File: src/rtl/pat_stable_filter.sv
// Input conditioning for the pattern bus: two-flop synchroniser, a stability
// counter that rejects short glitches, and the accepted-value register that
// emits a one-cycle event whenever a new stable value is taken.
module pat_stable_filter #(
    parameter int STABLE_N = 4,
    parameter int W        = 8
) (
    input  logic         clk,
    input  logic         rst,
    input  logic [W-1:0] pat_in,
    output logic [W-1:0] acc,
    output logic         acc_vld,
    output logic         acc_evt
);

    localparam int SCNT_W = $clog2(STABLE_N + 1);

    logic [W-1:0]      sync1_reg;
    logic [W-1:0]      pat_s_reg;
    logic [SCNT_W-1:0] scnt_reg;
    logic [SCNT_W-1:0] scnt_next;
    logic [W-1:0]      acc_reg;
    logic              acc_vld_reg;
    logic              acc_evt_reg;
    logic              take;

    // Count consecutive identical synced samples. A change is seen one stage
    // early (first flop vs second) so the count restarts as the new value lands.
    always_comb begin
        scnt_next = scnt_reg;
        if (sync1_reg != pat_s_reg) begin
            scnt_next = '0;
        end else if (scnt_reg != SCNT_W'(STABLE_N)) begin
            scnt_next = scnt_reg + 1'b1;
        end
    end

    // Accept only on the cycle the count reaches its threshold, and only if it differs.
    assign take = (scnt_next == SCNT_W'(STABLE_N)) && (scnt_reg != SCNT_W'(STABLE_N))
                  && (!acc_vld_reg || (pat_s_reg != acc_reg));

    // Synchroniser, stability counter and accepted-value register.
    always_ff @(posedge clk or posedge rst) begin
        if (rst) begin
            sync1_reg   <= '0;
            pat_s_reg   <= '0;
            scnt_reg    <= '0;
            acc_reg     <= '0;
            acc_vld_reg <= 1'b0;
            acc_evt_reg <= 1'b0;
        end else begin
            sync1_reg   <= pat_in;
            pat_s_reg   <= sync1_reg;
            scnt_reg    <= scnt_next;
            acc_evt_reg <= take;
            if (take) begin
                acc_reg     <= pat_s_reg;
                acc_vld_reg <= 1'b1;
            end
        end
    end

    assign acc     = acc_reg;
    assign acc_vld = acc_vld_reg;
    assign acc_evt = acc_evt_reg;

endmodule

File: config.mk
export PLATFORM = sky130hd
export DESIGN_NAME = pat_stable_filter
export DESIGN_NICKNAME = d
export VERILOG_FILES = /design/src/rtl/pat_stable_filter.sv
export SDC_FILE = /design/constraint.sdc
export NUM_CORES = 1
export LEC_CHECK = 0
export ABC_AREA = 0
export CAP_MARGIN = 20
export CORE_MARGIN = 5
export CORE_UTILIZATION = 55
export DETAILED_ROUTE_END_ITERATION = 7
export PLACE_DENSITY_LB_ADDON = 0.25
export RECOVER_POWER = 50
export SLEW_MARGIN = 20
export SYNTH_ARGS = -nofsm -noshare
export SYNTH_HDL_FRONTEND = slang
export SYNTH_SLANG_ARGS = --single-unit
export TNS_END_PERCENT = 50
File: constraint.sdc
create_clock -name clk -period 3.2 [get_ports clk]
set_input_delay 0.32 -clock clk [delete_from_list [all_inputs] [get_ports clk]]
set_output_delay 0.32 -clock clk [all_outputs]
set_load 0.02 [all_outputs]
# Word level (Yosys, flattened, before mapping)
# Cells that the tools add are included.
# W data, S select, Z words.
dict set report totals {
  ff_bits 29
  in_bits 10
}
dict set report op_classes {
  addsub 1
  n_eq_ne 4
  mux 2
  n_reduce_logical 4
}
# operator count
set op_table {}
lappend op_table {{$ne A8 B8 Y1} 2}
lappend op_table {{$mux W3} 2}
lappend op_table {{$add A3 B1 Y3 const B} 1}
lappend op_table {{$eq A3 B3 Y1 const B} 1}
lappend op_table {{$ne A3 B3 Y1 const B} 1}
lappend op_table {{$logic_and A1 B1 Y1} 2}
lappend op_table {{$logic_not A1 Y1} 1}
lappend op_table {{$logic_or A1 B1 Y1} 1}

# Longest topological paths before layout
# Gate-level depths: netlist of run 1.
dict set report depth {
  ltp_word 6
  ltp_mapped 8
  mapped_depth_nobuf 7
}

# Least setup slack after synthesis of run 1
# OpenSTA, ideal clock, no wires.
dict set report synth_timing {
  path_type {register to register}
  start {register pat_s_reg[3]}
  end {register acc_reg[1] (netlist: acc[1])}
  t_arrival_ps 1680
  setup_slack_ps 1395
  path_stages_with_launch 7
  path_cell_list {dfrtp_1 > xor2_1 > nor4_4 > and4_4 > and2_4 > buf_12 > mux2_4}
}
dict set report synth_via {
  elab_chain_cells 5
  elab_cells_between_ends 7
  classes_between {eq/ne (3); mux (1); reduce/logical (3)}
}
# item line
set synth_lines {}
lappend synth_lines {{from (decl)} 19} ;# logic [W-1:0] pat_s_reg;
lappend synth_lines {{from (signal assigned)} 53} ;# pat_s_reg <= sync1_reg;
lappend synth_lines {{$ne A8 B8 Y1} 31} ;# if (sync1_reg != pat_s_reg) begin
lappend synth_lines {{$mux W3} 31}
lappend synth_lines {{$eq A3 B3 Y1} 39} ;# assign take = (scnt_next == SCNT_W'(STABLE_N)) && (scnt_reg != SCNT_W'(STABLE_N))
lappend synth_lines {{$logic_and A1 B1 Y1} 39}
lappend synth_lines {{$logic_and A1 B1 Y1 (*)} 40} ;# && (!acc_vld_reg || (pat_s_reg != acc_reg));
lappend synth_lines {{to (signal assigned)} 57} ;# acc_reg <= pat_s_reg;
lappend synth_lines {{to (decl)} 22} ;# logic [W-1:0] acc_reg;
# Every way passes the cells marked *; elsewhere a longest branch is shown, timed or not.
# A chain may end at the register's enable or synchronous reset.

# Worst setup path in the final report of run 1
dict set report layout_timing {
  start {register pat_s_reg[2]}
  end {register acc_reg[6] (netlist: acc[6])}
}
# Same word-level chain as after synthesis.

==> parameters.txt, run 1 <==
Parameter                              Value

GRT
  Remaining global-route overflow ... 0
  Wire length of the first global-routing pass ... 3015 µm
  Total GRT Usage ... 13.01%
  Pin count of the biggest net entering global routing ... 30
  Number of antenna violations at the first check in global routing ... 0
  Vias in the first global route ... 643

Run status
  Run status ... finished, final reports clean

Timing
  Final Slew Violations ... 0
  Final worst setup slack ... 1.327 ns
  Setup Skew ... 0.004870 ns
  Setup TNS ... 0 ns
  Post-route minimum period ... 1.873 ns
  Worst-case headroom to the max-slew limit ... 30.24%
  Number of setup violations in the final report ... 0
  Transition time at the pin with the least slew margin ... 1.045 ns
  Part of the cycle the worst path needs ... 58.54%
  Unrepaired setup endpoints after global routing ... false
  Fin Hold WS ... 0.3985 ns
  Maximum clock rate ... 533.8 MHz
  Final-report hold violation count ... 0

Detailed routing
  DRC violation count after routing ... 0
  Via density ... 4.793
  DRC violation total after the first TritonRoute iteration ... 12
  Vias post-DR ... 647
  Detail Route Antenna Nets ... 0
  Total Wirelength ... 1761 µm
  First-pass DRT Iterations ... 4
  Routed wire per std cell ... 13.04 µm

Power and ir drop
  Net switching power ... 0.1393 mW
  Relative contribution of sequential cells to total power ... 62.3%
  Power per unit of standard cell area ... 425.4 mW/mm²
  Internal Power ... 0.4803 mW
  Switching fraction of total power ... 22.48%
  Maximum VDD drop ... 0.0003320 V
  Fraction of power consumed by combinational cells ... 5.7%
  Leakage power total ... 0.6657 nW
  Clock network fraction of design power ... 31.9%

Placed design
  Dpl ws ... 1.324 ns
  Weighted congestion at the end of routability-driven global placement ... 0.7016
  Buffers on Ports ... 19
  Placed wire-length estimate after detailed placement ... 1300 µm
  Area of placed instances ... 0.001408 mm²

Final layout
  Total area of sequential cells ... 725.7 µm²
  Final instance area ... 0.001456 mm²
  Antenna cells ... 0
  Fraction of final layout cells sized beyond drive strength 1 ... 18.69%
  Final design utilization ... 67.79%
  # nets final ... 118
  Growth of design area from synthesis to finish ... 21.12%
  Fill cell count ... 152
  Area occupied by multi-input gates ... 445.4 µm²

Die
  Number of cell rows ... 17
  Initial core utilization ... 55.97%
  Placeable core region ... 0.002148 mm²
  Height of the die ... 56.76 µm
  Horizontal extent of the die ... 56.76 µm
  Die area ... 0.003221 mm²
  # IOs ... 20

Critical path
  CP Buf/Inv Count ... 0
  Worst Path Max Fanout ... 6
  Setup crit end kind ... flop
  WP data required ... 3.40 ns
  Cell with the largest stage delay on the worst path ... sky130_fd_sc_hd__dfrtp_1
  Critical path type ... reg -> reg
  Type of element launching the critical path ... flop
  Ordered list of cells on the worst path ... xor2_1, nor4_4, and4_4, and2_4, mux2_4
  Delay of the slowest cell on the worst path ... 0.42 ns
  Arrival time at the worst endpoint ... 2.07 ns
  Family of cells with the greatest summed delay on the critical path ... simple AND/OR/NAND/NOR gates

Synthesis
  Fraction of the yosys area taken by sequential cells ... 60.35%
  Main combinational cell family by area after synthesis ... XOR/XNOR gates
  Area share of and/or/nand/nor cells after synthesis ... 11.97%
  Synth Area in Compound Gates ... 0.4162%
  Mapped cell area ... 0.001202 mm²
  Fraction of synthesized cell area in xor and xnor cells ... 12.38%
  Count of cell types in the netlist ... 24
  Multiplexer share of the synthesized area ... 10.20%
  Proportion of netlist area held by the largest area contributor ... 60.35%
  Seq cells post-synth ... 29
  Yosys warning total ... 0
  Gate count of the mapped netlist ... 81
  Post-synthesis net count ... 93
  Yosys top cell by area ... sky130_fd_sc_hd__dfrtp_1
  Synth area leaders ... sky130_fd_sc_hd__dfrtp_1, sky130_fd_sc_hd__xor2_1, sky130_fd_sc_hd__mux2_4, sky130_fd_sc_hd__nor4_4, sky130_fd_sc_hd__ha_1
  Per-instance average area after synthesis ... 14.84 µm²
  Adder and majority gate portion of the synthesized area ... 2.081%

Clock network
  Number of sinks on the clock net ... 29
  Clock-pin transition on the worst setup and hold timing paths ... 0.08 ns
  Worst skew pair latency ... 0.31 ns
  H-tree depth reported by CTS ... 2
  Number of buffers inserted during clock tree synthesis ... 5
  Bufs on Longest Clock Path ... 2
  Root Driver ... sky130_fd_sc_hd__clkbuf_4
  Post-CTS setup buffer count ... 0
  Clock tree from TritonCTS ... yes
  Hold buffers post-CTS ... 0
  Post-CTS Resized ... 0

Min path
  Type of the tightest min-delay check ... reg -> reg

Flow run
  Number of max-cap violations ... 0
==> power groups by stage <==
stage | Sequential, mW | Combinational (mW) | Clock [mW]
2_1_floorplan | 0.391 | 0.0241 | 0
6_report | 0.386 | 0.0355 | 0.198
4_1_cts | 0.387 | 0.0386 | 0.208
3_5_place_dp | 0.394 | 0.0386 | 0
3_3_place_gp | 0.393 | 0.0380 | 0
5_1_grt | 0.388 | 0.0398 | 0.230
==> metrics by stage <==
step	cells	total power, mW
6_report	135	0.6195
5_1_grt	135	0.6576
4_1_cts	135	0.6335
3_5_place_dp	127	0.4324
3_3_place_gp	127	0.4311
2_1_floorplan	81	0.4153
==> layout make-up <==
| cell class | count | share of cell area, % |
|---|---|---|
| flip-flops and latches | 29 | 49.83 |
| multi-input cells | 48 | 30.58 |
| repair buffers | 19 | 13.06 |
| clock buffers | 8 | 3.351 |
| well taps | 28 | 2.405 |
| inverters | 3 | 0.7732 |
==> worst register-to-register path, delay by kind of cell (launching register included) <==
family / cells / cell delay [ns]
and+or+nand+nor: 3 / 0.83
DFF: 1 / 0.42
muxes: 1 / 0.31
xor gates and xnor gates: 1 / 0.20
==> final timing paths <==
kind / from / end / slack [ns] / depth (start not counted)
max reg2reg: pat_s_reg[2] / acc[6] / 1.33 / 5
min reg2reg: sync1_reg[0] / pat_s_reg[0] / 0.40 / 0
max in group asynchronous: rst / acc[3] / 1.88 / 2
min: sync1_reg[0] / pat_s_reg[0] / 0.40 / 0
max: pat_s_reg[2] / acc[6] / 1.33 / 5
min in group asynchronous: rst / sync1_reg[3] / 0.69 / 2
==> synth_stat cells (all sizes together) <==
| master | count |
|---|---|
| and2 | 3 |
| and3 | 1 |
| and4 | 1 |
| buf | 1 |
| dfrtp | 29 |
| ha | 2 |
| inv | 3 |
| mux2 | 8 |
| mux2i | 1 |
| nand2 | 2 |
| nand2b | 1 |
| nand3 | 2 |
| nand3b | 1 |
| nor2 | 3 |
| nor3 | 1 |
| nor4 | 3 |
| o21ai | 1 |
| or2 | 1 |
| xnor2 | 2 |
| xor2 | 15 |
==> layout by cell type (no fill, tap or decap) <==
master	instances
sky130_fd_sc_hd__and2_4	1
sky130_fd_sc_hd__nand2_1	2
sky130_fd_sc_hd__clkdlybuf4s50_1	10
sky130_fd_sc_hd__clkbuf_1	3
sky130_fd_sc_hd__nor4_1	1
sky130_fd_sc_hd__nand2b_1	1
sky130_fd_sc_hd__nor4_4	2
sky130_fd_sc_hd__dfrtp_1	29
sky130_fd_sc_hd__nand3b_1	1
sky130_fd_sc_hd__nor3_1	1
sky130_fd_sc_hd__clkbuf_4	5
sky130_fd_sc_hd__o21ai_0	1
sky130_fd_sc_hd__xnor2_1	2
sky130_fd_sc_hd__and2_2	1
sky130_fd_sc_hd__and2_1	1
sky130_fd_sc_hd__dlygate4sd3_1	9
sky130_fd_sc_hd__xor2_1	15
sky130_fd_sc_hd__or2_2	1
sky130_fd_sc_hd__and3_2	1
sky130_fd_sc_hd__mux2i_1	1
sky130_fd_sc_hd__ha_1	2
sky130_fd_sc_hd__nand3_1	2
sky130_fd_sc_hd__nor2_1	3
sky130_fd_sc_hd__mux2_2	2
sky130_fd_sc_hd__inv_1	3
sky130_fd_sc_hd__mux2_4	6
sky130_fd_sc_hd__and4_4	1
==> per-layer routing <==
| layer | vias to the layer above | track usage, % | share of wire, % | wire [µm] |
|---|---|---|---|---|
| met5 | - | 0 | 0 | 0 |
| met4 | 0 | 5.960 | 2.3 | 40 |
| met3 | 5 | 8.276 | 8.0 | 141 |
| met2 | 18 | 17.33 | 45 | 796 |
| met1 | 306 | 16.42 | 44 | 782 |
| li1 | 318 | - | - | - |
==> cells by family after synthesis <==
logic type                 count (synthesis)
AOI/OAI and AO/OA                          1
DFF                                       29
and+or+nand+nor                           19
xor gates and xnor gates                  17
adders and majority gates                  2
buffers and inverters                      4
muxes                                      9
Power figures use the tool's default switching activity.
==> run 2: changes to the inputs <==
CORE_UTILIZATION = 46   (was 55)
clock period = 1.7 ns   (was 3.2 ns; I/O delays follow)
==> run 2 against run 1 <==
The run now ends with setup timing left. Routed wire length increased by 21%. First-iteration DRC count decreased by 75%. Global-route usage increased by 0.83 points. Maximum frequency increased by 4.7%. Non-clock buffer count increased by 18. Count of clock-buffer cells in the layout decreased by 1. Worst setup slack got worse by 1.4 ns. Worst hold slack improved by 0.0016 ns. Sequential power increased by 88%. Cell count increased by 14%. Die area increased by 16%. Via count increased by 13%. Largest cell class unchanged. Largest power group unchanged.
==> parameters.txt, run 2 (synthesis gave the netlist of run 1 again) <==
Parameter                              Value

Detailed routing
  Vias post-DR ... 732
  Via density ... 4.753
  Detail Route Antenna Nets ... 0
  DRC violation total after the first TritonRoute iteration ... 3
  DRC violation count after routing ... 0
  Total Wirelength ... 2123 µm
  Routed wire per std cell ... 13.79 µm
  First-pass DRT Iterations ... 2

Timing
  Unrepaired setup endpoints after global routing ... true
  Final worst setup slack ... -0.08958 ns
  Transition time at the pin with the least slew margin ... 0.6925 ns
  Final Slew Violations ... 0
  Part of the cycle the worst path needs ... 105.3%
  Number of setup violations in the final report ... 8
  Maximum clock rate ... 558.8 MHz
  Worst-case headroom to the max-slew limit ... 53.84%
  Setup Skew ... 0.006253 ns
  Post-route minimum period ... 1.790 ns
  Setup TNS ... -0.5540 ns
  Final-report hold violation count ... 0

Clock network
  H-tree depth reported by CTS ... 2
  Number of sinks on the clock net ... 29
  Root Driver ... sky130_fd_sc_hd__clkbuf_4
  Bufs on Longest Clock Path ... 2
  Clock-pin transition on the worst setup and hold timing paths ... 0.09 ns
  Worst skew pair latency ... 0.32 ns
  Number of buffers inserted during clock tree synthesis ... 5
  Clock tree from TritonCTS ... yes

Placed design
  Buffers on Ports ... 19
  Dpl ws ... -0.1358 ns
  Number of cells in the design after placement ... 143
  Placed wire-length estimate after detailed placement ... 1536 µm
  Area of placed instances ... 0.001523 mm²
  Weighted congestion at the end of routability-driven global placement ... 0.7951

Final layout
  Commonest non-fill, non-tap cell in the layout ... sky130_fd_sc_hd__dfrtp_1
  Final instance area ... 0.001640 mm²
  # nets final ... 136
  Fill cell count ... 183
  Growth of design area from synthesis to finish ... 36.42%
  Most frequent cells in the layout ... sky130_fd_sc_hd__dfrtp_1, sky130_fd_sc_hd__buf_4, sky130_fd_sc_hd__xor2_1, sky130_fd_sc_hd__clkdlybuf4s50_1, sky130_fd_sc_hd__dlygate4sd3_1
  Antenna cells ... 0
  Fraction of final layout cells sized beyond drive strength 1 ... 37.10%
  Layout Cells excl Fill ... 154

Power and ir drop
  Leakage power total ... 0.7721 nW
  Maximum VDD drop ... 0.0006347 V
  Power per unit of standard cell area ... 751.8 mW/mm²
  Final total power ... 1.233 mW

Min path
  Type of the tightest min-delay check ... in -> reg
  Worst hold path startpoint ... pat_in[3]

GRT
  Pin count of the biggest net entering global routing ... 30
  Total GRT Usage ... 13.84%
  Remaining global-route overflow ... 0
  Number of antenna violations at the first check in global routing ... 0
  Wire length of the first global-routing pass ... 3615 µm
  Vias in the first global route ... 829

Flow run
  Number of max-cap violations ... 0

Critical path
  Worst Path Max Fanout ... 6
  CP startpoint ... pat_s_reg[2]
  Type of element launching the critical path ... flop
  Setup crit end kind ... flop
  Critical path type ... reg -> reg
  Ordered list of cells on the worst path ... xor2_1, nor4_4, and4_4, and2_4, mux2_4
  WP data required ... 1.90 ns
  Delay of the slowest cell on the worst path ... 0.42 ns
  RR Startpoint ... pat_s_reg[2]
  Arrival time at the worst endpoint ... 1.99 ns
  Cell with the largest stage delay on the worst path ... sky130_fd_sc_hd__dfrtp_1

Die
  Initial core utilization ... 48.10%
  # IOs ... 20
  Placeable core region ... 0.002500 mm²
  Height of the die ... 61.13 µm
  Horizontal extent of the die ... 61.13 µm
  Number of cell rows ... 18
  Die area ... 0.003736 mm²

Run status
  Run status ... complete, but fails checks
  Violated checks ... setup timing
==> run 2: cell types whose count changed in the layout (fill, tap and decap cells not counted), moves of 2 or more <==
cell                       previous run  this run
sky130_fd_sc_hd__buf_4                0        17
sky130_fd_sc_hd__clkbuf_1             3         1
sky130_fd_sc_hd__xor2_1              15        13
sky130_fd_sc_hd__xor2_2               0         2
==> run 2: worst paths after layout <==
path                           endpoint  slack (ns)  cells after the start
setup reg to reg                 acc[6]       -0.09                      5
hold / removal             sync1_reg[3]        0.40                      1
min in group asynchronous  sync1_reg[3]        0.49                      3
hold reg to reg            pat_s_reg[7]        0.40                      0
max in group asynchronous  pat_s_reg[5]        0.73                      3
setup / recovery                 acc[6]       -0.09                      5
==> run 2: final cells by class <==
cell class              instances  area [µm²]  share of cell area [%]
clock buffers                   7       55.05                   3.356
inverters                       3       11.26                  0.6865
multi-input cells              48       486.7                   29.67
flip-flops and latches         29       726.9                   44.32
well taps                      30       37.54                   2.288
repair buffers                 37       322.8                   19.68
==> run 2: timing repair <==
| item | CTS | global route |
|---|---|---|
| gates cloned | 0 | 0 |
| pin swaps | 2 | 5 |
| gates resized for setup | 3 | 4 |
| buffers inserted | 3 | 1 |
| hold buffers | 0 | 0 |
| setup endpoints to repair | 8 | 8 |
==> run 2: metrics by stage <==
| stage | util (%) | hold slack, ns |
|---|---|---|
| global placement | 60.91 | 0.3780 |
| detailed placement | 60.91 | 0.3880 |
| finish | 65.62 | 0.4000 |
| CTS | 64.41 | 0.2433 |
| floorplan | - | 0.2014 |
| global route | 65.62 | 0.3773 |
==> run 2: power by group <==
part	total (mW)	internal [mW]	leakage [nW]	switching (mW)
registers	0.726	0.709	0.367	0.0174
logic	0.0908	0.0466	0.374	0.0443
clock network	0.416	0.195	0.0314	0.221
==> run 2: metal layers <==
| metal | vias to the layer above | routed length [µm] | global-route usage (%) | part of all wire (%) |
|---|---|---|---|---|
| met5 | - | 0 | 0 | 0 |
| met2 | 18 | 1064 | 21.60 | 50 |
| li1 | 350 | - | - | - |
| met1 | 357 | 877 | 15.99 | 41 |
| met4 | 0 | 50 | 8.050 | 2.4 |
| met3 | 7 | 132 | 5.660 | 6.2 |
==> run 2: worst max-delay path: cells and delay by family, from the launching register on <==
family / cells / cell delay [ns]
simple gates: 3 / 0.76
flops: 1 / 0.42
mux: 1 / 0.31
xor+xnor: 1 / 0.20
==> run 3: changes to the inputs <==
SKIP_LAST_GASP = 1   (was not set)
SLEW_MARGIN = not set   (was 20)
==> results of run 3 <==
The final DEF is identical to that of run 2; final timing and power are the same.
